## src/rtl/conv_layer_seq_pkg.sv

```systemverilog
// Shared types and default geometry for the layer-1 convolution sequencer:
// 96x96 input maps, 9x9 kernel, 88x88 outputs, 16-bit signed pixels.
package conv_layer_seq_pkg;

  localparam int IMG_DIM = 96;
  localparam int KER_DIM = 9;
  localparam int OUT_DIM = IMG_DIM - KER_DIM + 1;

  localparam int DEF_IMG_PIX      = IMG_DIM * IMG_DIM;
  localparam int DEF_START_OFFSET = KER_DIM * IMG_DIM;
  localparam int DEF_OUT_NUM      = OUT_DIM * OUT_DIM;
  localparam int DEF_DRAIN_MAX    = 1024;
  localparam int DEF_IN_AW        = 14;
  localparam int DEF_OUT_AW       = 13;

  localparam int PIX_W = 16;
  typedef logic signed [PIX_W-1:0] pix_t;

  typedef enum logic [2:0] {
    ST_IDLE,
    ST_CLEAR,
    ST_FILL,
    ST_RUN,
    ST_DRAIN,
    ST_DONE
  } state_e;

endpackage

```

## src/rtl/conv_layer_seq_if.sv

```systemverilog
// Command, frame-buffer read, engine and output-buffer write signals of one
// sequencer; master is the sequencer side, slave the surrounding datapath.
interface conv_layer_seq_if
  import conv_layer_seq_pkg::*;
#(
  parameter int IN_AW  = DEF_IN_AW,
  parameter int OUT_AW = DEF_OUT_AW
);

  logic              cmd_start;
  logic              cmd_abort;
  logic              busy;
  logic              done;
  logic              err;
  logic              rd_en;
  logic [IN_AW-1:0]  rd_addr;
  pix_t              rd_data;
  logic              eng_rst;
  logic              eng_start;
  pix_t              eng_map_in;
  logic              eng_save;
  pix_t              eng_map_out;
  logic              wr_en;
  logic [OUT_AW-1:0] wr_addr;
  pix_t              wr_data;

  modport master (
    input  cmd_start, cmd_abort, rd_data, eng_save, eng_map_out,
    output busy, done, err, rd_en, rd_addr, eng_rst, eng_start, eng_map_in,
           wr_en, wr_addr, wr_data
  );

  modport slave (
    output cmd_start, cmd_abort, rd_data, eng_save, eng_map_out,
    input  busy, done, err, rd_en, rd_addr, eng_rst, eng_start, eng_map_in,
           wr_en, wr_addr, wr_data
  );

endinterface

```

## src/rtl/conv_layer_seq_capture.sv

```systemverilog
// Registers each engine save into an output-buffer write one cycle later and
// counts outputs, dropping saves once the map's output count is complete.
module conv_out_capture
  import conv_layer_seq_pkg::*;
#(
  parameter int OUT_AW  = DEF_OUT_AW,
  parameter int OUT_NUM = DEF_OUT_NUM
) (
  input  logic              clk_in,
  input  logic              rst_n,
  input  logic              clr_i,
  input  logic              en_i,
  input  logic              eng_save_i,
  input  pix_t              eng_map_out_i,
  output logic              wr_en_o,
  output logic [OUT_AW-1:0] wr_addr_o,
  output pix_t              wr_data_o,
  output logic              full_o
);

  localparam int CW = OUT_AW + 1;
  localparam logic [CW-1:0] OUT_NUM_C = CW'(OUT_NUM);

  logic [CW-1:0]     out_cnt_q, out_cnt_d;
  logic              wr_en_q, wr_en_d;
  logic [OUT_AW-1:0] wr_addr_q, wr_addr_d;
  pix_t              wr_data_q, wr_data_d;
  logic              take;

  always_comb begin
    take      = en_i && eng_save_i && (out_cnt_q != OUT_NUM_C);
    out_cnt_d = out_cnt_q;
    wr_en_d   = 1'b0;
    wr_addr_d = wr_addr_q;
    wr_data_d = wr_data_q;
    if (clr_i) begin
      out_cnt_d = '0;
    end else if (take) begin
      wr_en_d   = 1'b1;
      wr_addr_d = out_cnt_q[OUT_AW-1:0];
      wr_data_d = eng_map_out_i;
      out_cnt_d = out_cnt_q + 1'b1;
    end
  end

  always_ff @(posedge clk_in or negedge rst_n) begin
    if (!rst_n) begin
      out_cnt_q <= '0;
      wr_en_q   <= 1'b0;
      wr_addr_q <= '0;
      wr_data_q <= '0;
    end else begin
      out_cnt_q <= out_cnt_d;
      wr_en_q   <= wr_en_d;
      wr_addr_q <= wr_addr_d;
      wr_data_q <= wr_data_d;
    end
  end

  assign wr_en_o   = wr_en_q;
  assign wr_addr_o = wr_addr_q;
  assign wr_data_o = wr_data_q;
  assign full_o    = (out_cnt_q == OUT_NUM_C);

endmodule

```

## src/rtl/conv_layer_seq.sv

```systemverilog
// Sequencer for one convolution engine: clears it, streams one input map from
// the frame buffer, opens the start window and stores every engine output.
module conv_layer_seq
  import conv_layer_seq_pkg::*;
#(
  parameter int IMG_PIX      = DEF_IMG_PIX,
  parameter int START_OFFSET = DEF_START_OFFSET,
  parameter int OUT_NUM      = DEF_OUT_NUM,
  parameter int DRAIN_MAX    = DEF_DRAIN_MAX,
  parameter int IN_AW        = DEF_IN_AW,
  parameter int OUT_AW       = DEF_OUT_AW
) (
  input logic               clk_in,
  input logic               rst_n,
  conv_layer_seq_if.master  bus
);

  localparam int PW = IN_AW + 1;
  localparam int DW = $clog2(DRAIN_MAX) + 1;
  localparam logic [IN_AW-1:0] LAST_ADDR = IN_AW'(IMG_PIX - 1);
  localparam logic [PW-1:0]    PRES_ARM  = PW'(START_OFFSET - 1);
  localparam logic [PW-1:0]    PRES_END  = PW'(IMG_PIX);
  localparam logic [DW-1:0]    DRAIN_END = DW'(DRAIN_MAX - 1);

  state_e           state_q, state_d;
  logic             busy_q, busy_d;
  logic             done_q, done_d;
  logic             err_q, err_d;
  logic             rd_en_q, rd_en_d;
  logic [IN_AW-1:0] rd_addr_q, rd_addr_d;
  logic             rd_valid_q;
  logic             eng_rst_q, eng_rst_d;
  logic             eng_start_q, eng_start_d;
  pix_t             eng_map_in_q, eng_map_in_d;
  logic [PW-1:0]    pres_cnt_q, pres_cnt_d;
  logic [DW-1:0]    drain_cnt_q, drain_cnt_d;

  logic accept, abort, feeding, pres_inc, pres_take, full, timeout, cap_en;

  assign accept   = (state_q == ST_IDLE) && bus.cmd_start;
  assign abort    = (state_q != ST_IDLE) && bus.cmd_abort;
  assign feeding  = (state_q == ST_FILL) || (state_q == ST_RUN);
  assign pres_inc = feeding && rd_valid_q;
  assign timeout  = (state_q == ST_DRAIN) && (drain_cnt_q == DRAIN_END) && !full;

  always_ff @(posedge clk_in or negedge rst_n) begin
    if (!rst_n) state_q <= ST_IDLE;
    else        state_q <= state_d;
  end

  // FILL hands over to RUN in the same edge that loads the START_OFFSET-th pixel.
  always_comb begin
    state_d = state_q;
    unique case (state_q)
      ST_IDLE:  if (bus.cmd_start) state_d = ST_CLEAR;
      ST_CLEAR: state_d = ST_FILL;
      ST_FILL: begin
        if (full)                                     state_d = ST_DONE;
        else if (pres_inc && (pres_cnt_q == PRES_ARM)) state_d = ST_RUN;
      end
      ST_RUN: begin
        if (full)                        state_d = ST_DONE;
        else if (pres_cnt_q == PRES_END) state_d = ST_DRAIN;
      end
      ST_DRAIN: begin
        if (full)         state_d = ST_DONE;
        else if (timeout) state_d = ST_IDLE;
      end
      ST_DONE:  state_d = ST_IDLE;
      default:  state_d = ST_IDLE;
    endcase
    if (abort) state_d = ST_IDLE;
  end

  always_comb begin
    busy_d      = (state_d != ST_IDLE);
    done_d      = (state_d == ST_DONE);
    eng_rst_d   = (state_d inside {ST_IDLE, ST_CLEAR, ST_DONE});
    eng_start_d = (state_d inside {ST_RUN, ST_DRAIN});

    err_d = err_q;
    if (accept)                err_d = 1'b0;
    else if (timeout && !abort) err_d = 1'b1;

    rd_en_d   = 1'b0;
    rd_addr_d = rd_addr_q;
    if (accept) begin
      rd_addr_d = '0;
    end else if ((state_q == ST_CLEAR) && (state_d == ST_FILL)) begin
      rd_en_d   = 1'b1;
      rd_addr_d = '0;
    end else if (rd_en_q && feeding && (state_d inside {ST_FILL, ST_RUN}) &&
                 (rd_addr_q != LAST_ADDR)) begin
      rd_en_d   = 1'b1;
      rd_addr_d = rd_addr_q + 1'b1;
    end

    pres_take    = pres_inc && (state_d inside {ST_FILL, ST_RUN});
    eng_map_in_d = pres_take ? bus.rd_data : '0;
    pres_cnt_d   = accept ? '0 : (pres_take ? pres_cnt_q + 1'b1 : pres_cnt_q);
    drain_cnt_d  = accept ? '0 :
                   ((state_q == ST_DRAIN) ? drain_cnt_q + 1'b1 : drain_cnt_q);
  end

  always_ff @(posedge clk_in or negedge rst_n) begin
    if (!rst_n) begin
      busy_q       <= 1'b0;
      done_q       <= 1'b0;
      err_q        <= 1'b0;
      rd_en_q      <= 1'b0;
      rd_addr_q    <= '0;
      rd_valid_q   <= 1'b0;
      eng_rst_q    <= 1'b1;
      eng_start_q  <= 1'b0;
      eng_map_in_q <= '0;
      pres_cnt_q   <= '0;
      drain_cnt_q  <= '0;
    end else begin
      busy_q       <= busy_d;
      done_q       <= done_d;
      err_q        <= err_d;
      rd_en_q      <= rd_en_d;
      rd_addr_q    <= rd_addr_d;
      rd_valid_q   <= rd_en_q;
      eng_rst_q    <= eng_rst_d;
      eng_start_q  <= eng_start_d;
      eng_map_in_q <= eng_map_in_d;
      pres_cnt_q   <= pres_cnt_d;
      drain_cnt_q  <= drain_cnt_d;
    end
  end

  // Saves are only taken while the map stays active, so abort, timeout and
  // completion all discard a write that would otherwise land after them.
  assign cap_en = (state_q inside {ST_FILL, ST_RUN, ST_DRAIN}) &&
                  (state_d inside {ST_FILL, ST_RUN, ST_DRAIN});

  conv_out_capture #(
    .OUT_AW  (OUT_AW),
    .OUT_NUM (OUT_NUM)
  ) u_capture (
    .clk_in        (clk_in),
    .rst_n         (rst_n),
    .clr_i         (accept),
    .en_i          (cap_en),
    .eng_save_i    (bus.eng_save),
    .eng_map_out_i (bus.eng_map_out),
    .wr_en_o       (bus.wr_en),
    .wr_addr_o     (bus.wr_addr),
    .wr_data_o     (bus.wr_data),
    .full_o        (full)
  );

  assign bus.busy       = busy_q;
  assign bus.done       = done_q;
  assign bus.err        = err_q;
  assign bus.rd_en      = rd_en_q;
  assign bus.rd_addr    = rd_addr_q;
  assign bus.eng_rst    = eng_rst_q;
  assign bus.eng_start  = eng_start_q;
  assign bus.eng_map_in = eng_map_in_q;

endmodule

```

## src/flat_wrapper.sv

```systemverilog
// flat-port wrapper written by rule: the top's interface ports become plain ports
module conv_layer_seq_flat import conv_layer_seq_pkg::*;
#(
  parameter int IMG_PIX      = DEF_IMG_PIX,
  parameter int START_OFFSET = DEF_START_OFFSET,
  parameter int OUT_NUM      = DEF_OUT_NUM,
  parameter int DRAIN_MAX    = DEF_DRAIN_MAX,
  parameter int IN_AW        = DEF_IN_AW,
  parameter int OUT_AW       = DEF_OUT_AW
)
  (clk_in, rst_n, bus_cmd_start, bus_cmd_abort, bus_rd_data, bus_eng_save, bus_eng_map_out, bus_busy, bus_done, bus_err, bus_rd_en, bus_rd_addr, bus_eng_rst, bus_eng_start, bus_eng_map_in, bus_wr_en, bus_wr_addr, bus_wr_data);
  conv_layer_seq_if #(.IN_AW(IN_AW), .OUT_AW(OUT_AW)) bus_i ();
  input logic clk_in;
  input logic rst_n;
  input wire logic [$bits(bus_i.cmd_start)-1:0] bus_cmd_start;
  input wire logic [$bits(bus_i.cmd_abort)-1:0] bus_cmd_abort;
  input wire logic [$bits(bus_i.rd_data)-1:0] bus_rd_data;
  input wire logic [$bits(bus_i.eng_save)-1:0] bus_eng_save;
  input wire logic [$bits(bus_i.eng_map_out)-1:0] bus_eng_map_out;
  output wire logic [$bits(bus_i.busy)-1:0] bus_busy;
  output wire logic [$bits(bus_i.done)-1:0] bus_done;
  output wire logic [$bits(bus_i.err)-1:0] bus_err;
  output wire logic [$bits(bus_i.rd_en)-1:0] bus_rd_en;
  output wire logic [$bits(bus_i.rd_addr)-1:0] bus_rd_addr;
  output wire logic [$bits(bus_i.eng_rst)-1:0] bus_eng_rst;
  output wire logic [$bits(bus_i.eng_start)-1:0] bus_eng_start;
  output wire logic [$bits(bus_i.eng_map_in)-1:0] bus_eng_map_in;
  output wire logic [$bits(bus_i.wr_en)-1:0] bus_wr_en;
  output wire logic [$bits(bus_i.wr_addr)-1:0] bus_wr_addr;
  output wire logic [$bits(bus_i.wr_data)-1:0] bus_wr_data;
  assign bus_i.cmd_start = bus_cmd_start;
  assign bus_i.cmd_abort = bus_cmd_abort;
  assign bus_i.rd_data = bus_rd_data;
  assign bus_i.eng_save = bus_eng_save;
  assign bus_i.eng_map_out = bus_eng_map_out;
  assign bus_busy = bus_i.busy;
  assign bus_done = bus_i.done;
  assign bus_err = bus_i.err;
  assign bus_rd_en = bus_i.rd_en;
  assign bus_rd_addr = bus_i.rd_addr;
  assign bus_eng_rst = bus_i.eng_rst;
  assign bus_eng_start = bus_i.eng_start;
  assign bus_eng_map_in = bus_i.eng_map_in;
  assign bus_wr_en = bus_i.wr_en;
  assign bus_wr_addr = bus_i.wr_addr;
  assign bus_wr_data = bus_i.wr_data;
  conv_layer_seq #(.IMG_PIX(IMG_PIX), .START_OFFSET(START_OFFSET), .OUT_NUM(OUT_NUM), .DRAIN_MAX(DRAIN_MAX), .IN_AW(IN_AW), .OUT_AW(OUT_AW)) u_core (.clk_in(clk_in), .rst_n(rst_n), .bus(bus_i));
endmodule
```

## config.mk

```make
export PLATFORM = sky130hd
export DESIGN_NAME = conv_layer_seq_flat
export DESIGN_NICKNAME = d
export VERILOG_FILES = /design/src/rtl/conv_layer_seq_pkg.sv /design/src/rtl/conv_layer_seq_if.sv /design/src/rtl/conv_layer_seq_capture.sv /design/src/rtl/conv_layer_seq.sv /design/src/flat_wrapper.sv
export SDC_FILE = /design/constraint.sdc
export NUM_CORES = 1
export LEC_CHECK = 0
export BUFFER_PORTS_ARGS = -buffer_cell sky130_fd_sc_hd__buf_2
export CAP_MARGIN = 20
export CELL_PAD_IN_SITES_DETAIL_PLACEMENT = 1
export CELL_PAD_IN_SITES_GLOBAL_PLACEMENT = 1
export CORE_MARGIN = 4
export CORE_UTILIZATION = 30
export DETAILED_ROUTE_END_ITERATION = 16
export PLACE_DENSITY = 0.69
export SLEW_MARGIN = 20
export SYNTH_ARGS = -nofsm -noshare
export SYNTH_HDL_FRONTEND = slang
export SYNTH_SLANG_ARGS = --single-unit
export TNS_END_PERCENT = 50
```

## constraint.sdc

```tcl
create_clock -name clk_in -period 3.5 [get_ports clk_in]
set_clock_uncertainty 0.15 [all_clocks]
set_input_delay 0.7 -clock clk_in [delete_from_list [all_inputs] [get_ports clk_in]]
set_output_delay 0.7 -clock clk_in [all_outputs]
set_load 0.005 [all_outputs]
```

; Yosys cells after proc, flatten, opt, wreduce, memory -nomap -nowiden
; Index checks and enable logic that the tools add are counted.
[word_totals]
ram_bits = 0
memories = 0
latch_bits = 0
ff_bits = 110
romBits = 0
[op_classes]
mul = 0
n_addsub = 4
order_cmp = 0
n_mux = 26
bitwise_logic = 1
n_div = 0
n_reduce_logical = 33
n_shift = 0
n_eq_ne = 15
[ops]
columns = cell, count
row1 = $mux W14, 5
row2 = $mux W15, 2
row3 = $add A14 B1 Y14 const B, 2
row4 = $mux W3, 8
row5 = $mux W11, 2
row6 = $reduce_bool A3 Y1, 6
row7 = $mux W16, 1
row8 = $add A15 B1 Y15 const B, 1
row9 = $eq A15 B10 Y1 const B, 1
row10 = $eq A15 B14 Y1 const B, 1
row11 = $logic_and A1 B1 Y1, 15
row12 = $pmux W3 S5, 1
row13 = $eq A14 B13 Y1 const B, 1
row14 = $ne A14 B13 Y1 const B, 1
row15 = $ne A14 B14 Y1 const B, 1
row16 = $eq A3 B2 Y1 const B, 4
row17 = $reduce_bool A2 Y1, 6
row18 = $add A11 B1 Y11 const B, 1
row19 = $eq A11 B10 Y1 const B, 1
row20 = $eq A3 B3 Y1 const B, 3
row21 = $mux W1, 7
row22 = $eq A3 B1 Y1 const B, 2
row23 = $logic_not A3 Y1, 2
row24 = $logic_not A1 Y1, 2
row25 = 3 further kinds, 3

; Longest topological paths before layout
; Gate-level depths: netlist of run 1.
[logic_depth]
depth_word = 15
depth_mapped = 12
depth_no_buf = 10

; Hierarchy
; A second synthesis of run 1 with hierarchy kept.
[unflattened]
hier_cells = 480
area_unflattened_um2 = 5300.1
[by_module_without_submodules]
columns = mod, area_per_inst_um2, instances, cells_each
row1 = conv_layer_seq, 3310.7, 1, 336
row2 = conv_out_capture, 1989.4, 1, 144

; Worst setup path after synthesis of run 1
; No wires, ideal clock.
[synth_path]
kind = register to register
startpoint = register u_core.u_capture.out_cnt_q[5]
endpoint = register u_core.u_capture.wr_data_q[10] (netlist: u_core.u_capture.wr_data_o[10])
arrival_time_ns = 2.723
required_ns = 3.225
stages_incl_launch_ff = 10
period_less_slack_ns = 2.998
setup_slack_ns = 0.502
n_path_buf = 2
setup_ns = 0.125
cell_sequence = dfrtp_1 -> or4_4 -> or4_4 -> o221a_1 -> a21oi_2 -> or2_1 -> buf_4 -> inv_4 -> buf_6 -> mux2_4
[synth_via]
elab_chain_len = 13
[synth_lines]
columns = item, line
row1 = start: declaration, conv_layer_seq_capture.sv:24  ; logic [CW-1:0] out_cnt_q, out_cnt_d;
row2 = start signal: assignment, conv_layer_seq_capture.sv:53  ; out_cnt_q <= out_cnt_d;
row3 = $eq A14 B13 Y1, conv_layer_seq_capture.sv:63  ; assign full_o = (out_cnt_q == OUT_NUM_C);
row4 = $logic_not A1 Y1, conv_layer_seq.sv:44  ; assign timeout = (state_q == ST_DRAIN) && (drain_cnt_q == DRAIN_END) && !full;
row5 = $logic_and A1 B1 Y1, conv_layer_seq.sv:44
row6 = $mux W3, conv_layer_seq.sv:67  ; else if (timeout) state_d = ST_IDLE;
row7 = $mux W3, conv_layer_seq.sv:66  ; if (full) state_d = ST_DONE;
row8 = $pmux W3 S5, conv_layer_seq.sv:54  ; unique case (state_q)
row9 = $mux W3, conv_layer_seq.sv:72  ; if (abort) state_d = ST_IDLE;
row10 = $eq A3 B2 Y1 / $eq A3 B3 Y1 (equally long branches), conv_layer_seq.sv:136  ; (state_d inside {ST_FILL, ST_RUN, ST_DRAIN});
row11 = $reduce_bool A3 Y1, conv_layer_seq.sv:136
row12 = $logic_and A1 B1 Y1, conv_layer_seq.sv:135  ; assign cap_en = (state_q inside {ST_FILL, ST_RUN, ST_DRAIN}) &&
row13 = $logic_and A1 B1 Y1, conv_layer_seq_capture.sv:31  ; take = en_i && eng_save_i && (out_cnt_q != OUT_NUM_C);
row14 = $logic_and A1 B1 Y1 (*), conv_layer_seq_capture.sv:31
row15 = $reduce_and A2 Y1 (no line) (*), n/a
row16 = end signal: assignment, conv_layer_seq_capture.sv:56  ; wr_data_q <= wr_data_d;
row17 = end: declaration, conv_layer_seq_capture.sv:27  ; pix_t wr_data_q, wr_data_d;
; Mark *: on every way between the ends. The rest lies on a longest branch, timed or not.
; A chain may end at the register's enable or synchronous reset.

; Worst setup path in the final report of run 1
[layout_path]
startpoint = register u_core.u_capture.out_cnt_q[5]
endpoint = register u_core.u_capture.wr_data_q[0] (netlist: u_core.u_capture.wr_data_o[0])
[layout_via]
elab_chain_len = 13
[layout_lines]
columns = item, line
row1 = $eq A14 B13 Y1 (*), conv_layer_seq_capture.sv:63
row2 = $logic_not A1 Y1, conv_layer_seq.sv:44
row3 = $logic_and A1 B1 Y1, conv_layer_seq.sv:44
row4 = $mux W3, conv_layer_seq.sv:67
row5 = $mux W3, conv_layer_seq.sv:66
row6 = $pmux W3 S5 (*), conv_layer_seq.sv:54
row7 = $mux W3 (*), conv_layer_seq.sv:72
row8 = via u_core.state_d[2], conv_layer_seq.sv:25  ; state_e state_q, state_d;
row9 = $eq A3 B2 Y1 / $eq A3 B3 Y1 (equally long branches), conv_layer_seq.sv:136
row10 = $reduce_bool A3 Y1 (*), conv_layer_seq.sv:136
row11 = $logic_and A1 B1 Y1 (*), conv_layer_seq.sv:135
row12 = $logic_and A1 B1 Y1 (*) (2 in series), conv_layer_seq_capture.sv:31
row13 = $reduce_and A2 Y1 (no line) (*), n/a
; Mark *: on every way through the listed nets, which the timed path passes. The rest lies on a longest branch.

==> impl.org, run 1 <==
** Run status
- Outcome :: finished, final reports clean

** Route
- In the final routed layout, each cell accounts on average for 16.5 um.
- Number of DRC violations after detailed routing :: 0
- Iteration count of the initial detailed-routing pass :: 4
- Number of nets with antenna violations after routing :: 0
- Routed WL :: 13.1 mm
- Number of DRC violations after detailed-routing iteration 0 :: 177
- In the routed layout, each cell is associated on average with a via count of 4.98.
- Vias after detailed routing :: 3,941

** Final layout
- The area growth from synthesis to layout is 21.2%.
- Fin nets :: 610
- The library cell used most frequently in the layout, excluding fill and tap cells, is dfrtp_1.
- Diode count :: 0
- Final standard cell utilization of the core :: 37.0%
- Summing all non-filler instances in the final layout gives an area of 6110 um2.
- Number of fill cells :: 1,873
- Top library cells by usage in the layout, fill and taps aside :: dfrtp_1 (109), buf_2 (101), nor2_1 (47), o21ai_0 (32), nand2_1 (30)
- After the flow finishes, the layout carries non-filler instances totaling 792.
- Fraction of final layout cells with drive strength greater than 1 :: 28.8%

** Clocking
- Cells resized by post-CTS repair :: 0
- Buffers inserted during clock tree synthesis total 9.
- TritonCTS built the clock tree.
- The H-tree was split into 3 levels.
- Post-CTS timing repair inserted 0 buffers for setup.
- The cell sitting at the root of the clock tree is a clkbuf_16.
- No sink is reached through more buffers than the 2 on the longest clock path.
- Clk slew on worst S/H paths :: 80 ps
- For the worst-skew pair, the clock arrives at the later sink with an insertion delay of 360 ps.
- For this design, the CTS-stage hold fixing added 0 buffers.
- CTS saw 110 sinks.

** STA
- Derived from the worst setup path, the maximum achievable clock frequency is 307 MHz.
- Final Max Tran Viols :: 0
- Setup ws final :: 241 ps
- Final Cycle Share :: 93.1%
- In this run the tightest slew margin relative to its limit is 35.0%.
- Setup repair after global routing missed its margin :: no
- Setup violation total in the final timing report :: 0
- Final setup TNS :: 0 ps
- The count of final hold-check violations is 0.
- Minimum clock period after layout :: 3260 ps
- Worst Tran Pin Value :: 966 ps
- Minimum hold slack :: 215 ps

** Placed design
- Port buffering added 102 buffers.
- Prior to clock tree synthesis, the placed netlist has a worst setup slack of 196 ps.
- Summing all placed instances gives a cell area of 5840 um2.
- Number of instances in the placed design :: 776
- The wire-length estimate of the detail-placed layout is 9.40 mm.
- At the end of routability-driven placement, the weighted congestion stood at 0.788.

** Critical path
- Start point of the critical path :: u_core.u_capture.out_cnt_q[5]
- For the worst setup path, the data required time is 3590 ps.
- Flop2flop setup slack :: 240 ps
- Sort of element at the end of the critical path :: flip-flop
- Of all nets on the critical path, the largest fanout is 17.
- For the worst setup path, the data arrival time is 3350 ps.
- CP endpoint :: u_core.u_capture.wr_data_o[0]
- R2R depth :: 8
- Worst setup path category :: flip-flop to flip-flop
- Launching point of the worst reg2reg path :: u_core.u_capture.out_cnt_q[5]
- STA classifies the critical path startpoint as a flip-flop.
- The worst register-to-register path ends at u_core.u_capture.wr_data_o[0].

** Global route
- The first global-routing pass estimated 21.6 mm of wire.
- Via count of the first global-routing pass :: 4,217
- Antenna violations before repair :: 0
- The total overflow left after global routing is 0.
- GRT Resource Usage Total :: 14.3%
- Entering global routing, the biggest net connects 64 pins.

** Synth
- After synthesis, the share of flip-flops with an asynchronous set or reset is 100%.
- Share of the synthesized area in the top cell type :: 54.1%
- Syn_nets :: 504
- Yosys printed 0 warnings.
- Of the total synthesized cell area, the portion taken by full adders, half adders and majority gates is 1.49%.
- The synthesized netlist occupies a cell area of 5040 um2.
- Seq cells post-synth :: 110
- Dividing the synthesized area by the synthesized cell count gives 10.9 um2.
- Share of the synthesized area in compound gates (AO/OA/AOI/OAI) :: 11.2%
- Of all cell types, the one taking the most synthesized area is dfrtp_1.
- The cell count after synthesis came out at 461.
- Post-synthesis sequential area ratio :: 54.6%
- Number of enable-type register cells in the synthesized netlist :: 0
- Most area-consuming cells after synthesis :: dfrtp_1 (54%), nor2_1 (3.5%), o21ai_0 (3.2%)
- The number of different library cells used by synthesis comes to 53.
- After synthesis, the largest family of logic cells by area is simple AND/OR/NAND/NOR gates.
- Xor and xnor fraction of the mapped netlist area :: 2.78%
- Share of synthesized area spent on multiplexers :: 7.12%
- The synthesized netlist devotes 20.3% of its cell area to simple gates.
- Dominant register cell in the synthesized netlist :: dfrtp_1

** Power and ir drop
- Total power of the final layout :: 3.09 mW
- IR analysis of the VDD net gives a maximum drop of 0.000311 V.
- For this design the static power due to leakage is 2.93 nW.
- In this run the power density over the cells is 507 nW/um2.

** Worst hold path
- Hold Path Class :: input port to asynchronous set/reset pin

** Die
- During I/O placement, the number of pins put on the boundary was 103.
- The floorplan step set the die width to 138 um.
- Chip height :: 138 um
- Once the floorplan was initialized, standard cells occupied 30.5% of the core.
- The floorplan step defined a core boundary enclosing 16,500 um2.
- DIE AREA :: 18,900 um2
- Standard-cell row count :: 47

** Flow run
- Across the run, the number of max-cap violations was 0.
-- cell usage after synthesis (7+ instances only) --
| cell | instances |
|---|---|
| dfrtp_1 | 109 |
| nor2_1 | 47 |
| o21ai_0 | 32 |
| nand2_1 | 30 |
| and2_1 | 20 |
| a21oi_1 | 17 |
| and3_1 | 15 |
| nand3_1 | 15 |
| clkbuf_1 | 13 |
| xor2_1 | 13 |
| mux2_2 | 12 |
| o31ai_1 | 12 |
| nand4_1 | 11 |
| mux2_4 | 9 |
| nand2b_1 | 8 |
| mux2_1 | 7 |
| or3_1 | 7 |
-- routing by layer --
metal / part of all wire [%] / global-route usage (%) / vias up
met4: 1.2 / 3.49 / 0
met5: 0 / 0 / -
met3: 4.9 / 3.91 / 12
met2: 50 / 24.3 / 71
met1: 44 / 18.0 / 1997
li1: - / - / 1861
-- area by class of cell --
cell class	count	area, um2	share of cell area, %
timing repair buffer	114	616	10.1
tap	220	275	4.51
inverter	7	28.8	0.471
clock buffer	11	233	3.81
clock inverter	5	35.0	0.574
multi-input combinational	325	2170	35.5
sequential	110	2750	45.1
-- worst min path at each step --
stage	start	to	slack [ps]	cells past startpoint
finish	rst_n	u_core.bus.rd_addr[0]	210	1
CTS	rst_n	u_core.u_capture.wr_data_o[14]	240	1
global placement	u_core.bus.rd_en	u_core.rd_valid_q	260	0
global route	rst_n	u_core.u_capture.wr_data_o[14]	260	1
detailed placement	u_core.bus.rd_en	u_core.rd_valid_q	250	0
floorplan	rst_n	u_core.bus.busy	250	0
-- sequential cells by signal, summed over array words and instances (netlist names) --
| name | count |
|---|---|
| u_core.drain_cnt_q | 11 |
| u_core.bus.err | 1 |
| u_core.u_capture.wr_data_o | 16 |
| u_core.u_capture.wr_addr_o | 13 |
| u_core.bus.eng_start | 1 |
| u_core.rd_valid_q | 1 |
| u_core.u_capture.out_cnt_q | 14 |
| u_core.bus.rd_addr | 14 |
| u_core.bus.eng_map_in | 16 |
| u_core.bus.done | 1 |
| u_core.state_q | 3 |
| u_core.bus.busy | 1 |
| u_core.u_capture.wr_en_o | 1 |
| u_core.pres_cnt_q | 15 |
| u_core.bus.rd_en | 1 |
| u_core.bus.eng_rst | 1 |
-- kinds of logic (layout without fill, tap and decap cells) --
logic type	Yosys count	count (layout)
AND/OR/NAND/NOR	187	187
AO/OA/AOI/OAI	87	87
multiplexers	29	29
XOR/XNOR	16	16
adder cells (fa/ha/maj)	6	6
flip-flops	110	110
buffers and inverters	26	137
-- critical path: stages (launching register included) --
cell,delay (ps)
dfrtp_1,480
or4_4,600
nor4_4,390
nor4_2,140
o32ai_4,310
a21oi_2,110
or2_1,350
inv_4,240
mux2_2,370
-- power by group --
part	switching (mW)	internal [mW]
clock	0.473	0.485
sequential	0.0844	1.41
combinational	0.359	0.284
Power figures use the tool's default switching activity.
==> inputs of run 2 (changes only) <==
- clock period: 3.5 -> 3.07 ns (I/O delays scaled with it)
==> run 2 against run 1 <==
  * Count of clock-buffer cells in the layout grew 1
  * Clock power grew 29%
  * Maximum frequency grew 10%
  * Highest routed layer unchanged
  * Power grew 20%
  * Register-to-register slack lost 130 ps
  * Worst setup slack lost 130 ps
  * Critical path depth shrank 1
  * Via count grew 2.0%
  * Critical endpoint is now u_core.u_capture.wr_addr_o[11]
  * Die area is the same
  * Non-clock buffer count grew 13
  * Combinational power grew 21%
  * Critical path type unchanged
  * Flip-flop and latch count is the same
  * Largest power group unchanged
==> impl.org, run 2 (synthesized netlist as in run 1, its figures left out) <==
** Run status
- The flow ran to the end, and the final reports show no timing, DRC or antenna violations.

** Critical path
- Largest fanout of any net on the critical path :: 12
- Sort of element at the end of the critical path :: flip-flop
- Worst setup path category :: flip-flop to flip-flop
- At the worst endpoint, the required time is 3150 ps.
- STA classifies the critical path startpoint as a flip-flop.
- Data arrives at the worst endpoint at 3050 ps.
- R2R depth :: 7

** Die
- In this run the standard cell core region covers 16,500 um2.
- The die is 138 um tall.
- 103 I/O pins were placed.
- DIE AREA :: 18,900 um2
- Starting Density :: 30.5%
- Standard-cell row count :: 47
- Horizontal die dimension :: 138 um

** Global route
- GRT Residual Overflow :: 0
- The number of antenna violations at the first check in global routing was 0.
- GRT Resource Usage Total :: 14.2%
- Entering global routing, the biggest net connects 53 pins.
- The via count of the first global-routing pass was 4,260.
- Global-route wire length before repair :: 21.6 mm

** STA
- Minimum hold slack :: 43.3 ps
- Worst slew margin :: 53.2%
- Setup violation total in the final timing report :: 0
- Fmax :: 338 MHz
- The count of final hold-check violations came to 0.
- After routing, the total negative slack on setup checks comes to 0 ps.
- Setup ws final :: 109 ps
- The max-slew violation total from the final report was 0.
- In the finished design, the share of the clock period the worst path needs comes to 96.5%.
- The worst path in the final design needs a cycle of 2960 ps, including I/O delays and setup.
- Worst Tran Pin Value :: 696 ps

** Placed design
- The HPWL after detailed placement is 9.46 mm.
- Number of buffers inserted by port buffering :: 102
- The congestion estimate from routability-driven global placement came to 0.798.
- Before CTS, the worst setup slack after placement is 24.6 ps.
- Instance area at placement :: 5920 um2
- Number of instances in the placed design :: 787

** Route
- Via count normalized by instance count :: 4.99
- Routed len/inst :: 16.2 um
- Across all layers, the routed design uses 4,018 vias.
- Number of nets with antenna violations after routing :: 0
- Routed WL :: 13.0 mm
- The detailed router finished its first iteration with 192 violations.
- The first TritonRoute pass finished after 4 iterations.
- In the routed design, unresolved DRC markers number 0.

** Clocking
- The H-tree generated during clock tree synthesis spans 3 levels.
- CTS Buffer Depth :: 2
- TritonCTS built the clock tree.
- Sinks on Clock Net :: 110
- The number of hold buffers added after CTS was 0.
- Clk slew on worst S/H paths :: 70 ps
- For the worst-skew pair, the clock arrives at the later sink with an insertion delay of 350 ps.
- TritonCTS created 9 clock buffers.
- Cell at the root of the clock tree :: clkbuf_16

** Final layout
- Number of fill cells :: 1,880
- The library cell used most frequently in the layout, excluding fill and tap cells, is dfrtp_1.
- Top library cells by usage in the layout, fill and taps aside :: dfrtp_1 (109), buf_2 (101), nor2_1 (47), o21ai_0 (32), nand2_1 (30)
- For this run, the number of standard cells in the final layout without fillers is 805.
- Fraction of final layout cells with drive strength greater than 1 :: 30.4%
- Finished Cell Area :: 6260 um2
- Diode count :: 0
- Layout Area Growth over Synthesis :: 24.1%
- Final standard cell utilization of the core :: 37.9%
- At the end of the flow, the number of nets in the layout was 623.

** Power and ir drop
- Power comes to 3.72 mW.
- Across the VDD grid, the largest voltage drop is 0.000296 V.
- Power spread over the standard cell area amounts to 595 nW/um2.
- The analysis attributes to cell leakage a power of 3.02 nW.

** Worst hold path
- Hold Path Class :: input port to asynchronous set/reset pin

** Flow run
- Max-cap viol count :: 0
## run 2: cell types whose count changed in the layout (fill, tap and decap cells not counted)
cell,before,now
buf_4,12,25
bufinv_16,0,2
clkbuf_1,2,3
clkinv_2,2,1
clkinv_4,1,0
inv_4,1,0
nor2b_2,1,0
nor2b_4,0,1
or2_1,1,0
or2_4,0,1
## run 2: layout make-up
cell class | instances | area [um2] | area share (%)
multi-input cells | 325 | 2170 | 34.8
flip-flops and latches | 110 | 2750 | 44.0
inverters | 7 | 31.3 | 0.500
clock inverters | 4 | 72.6 | 1.16
clock buffers | 12 | 236 | 3.78
repair buffers | 127 | 713 | 11.4
well taps | 220 | 275 | 4.40
## run 2: layer usage
layer | part of all wire [%] | track usage (%)
met5 | 0 | 0
met4 | 1.7 | 5.32
met3 | 3.7 | 2.48
met2 | 49 | 23.6
met1 | 46 | 18.5
## run 2: report_power, final
group	internal, mW	leakage, nW	total (mW)	switching [mW]
logic	0.357	1.37	0.781	0.424
registers	1.61	1.51	1.70	0.0968
clock network	0.716	0.147	1.24	0.524
total	2.68	3.02	3.72	1.05
## run 2: path summary, 6_finish.rpt
kind	start	to	slack [ps]
setup reg to reg	u_core.u_capture.out_cnt_q[8]	u_core.u_capture.wr_addr_o[11]	110
hold reg to reg	u_core.bus.rd_en	u_core.rd_valid_q	270
min in group clk_in	u_core.bus.rd_en	u_core.rd_valid_q	270
hold / removal	rst_n	u_core.u_capture.wr_data_o[9]	40
setup / recovery	u_core.u_capture.out_cnt_q[8]	u_core.u_capture.wr_addr_o[11]	110
max in group asynchronous	rst_n	u_core.bus.eng_rst	1960
## run 2: repair_timing
item,CTS,global route
endpoints found under the setup margin,0,34
resized for setup,0,3
buffers inserted,0,2
## run 2: worst max-delay path, cell delays in order, from the launching register on
cell and delay, ps:
dfrtp_1 400, or4_4 550, or4_4 550, o221a_1 310
a21oi_2 170, or2_4 180, buf_4 190, mux2_2 350
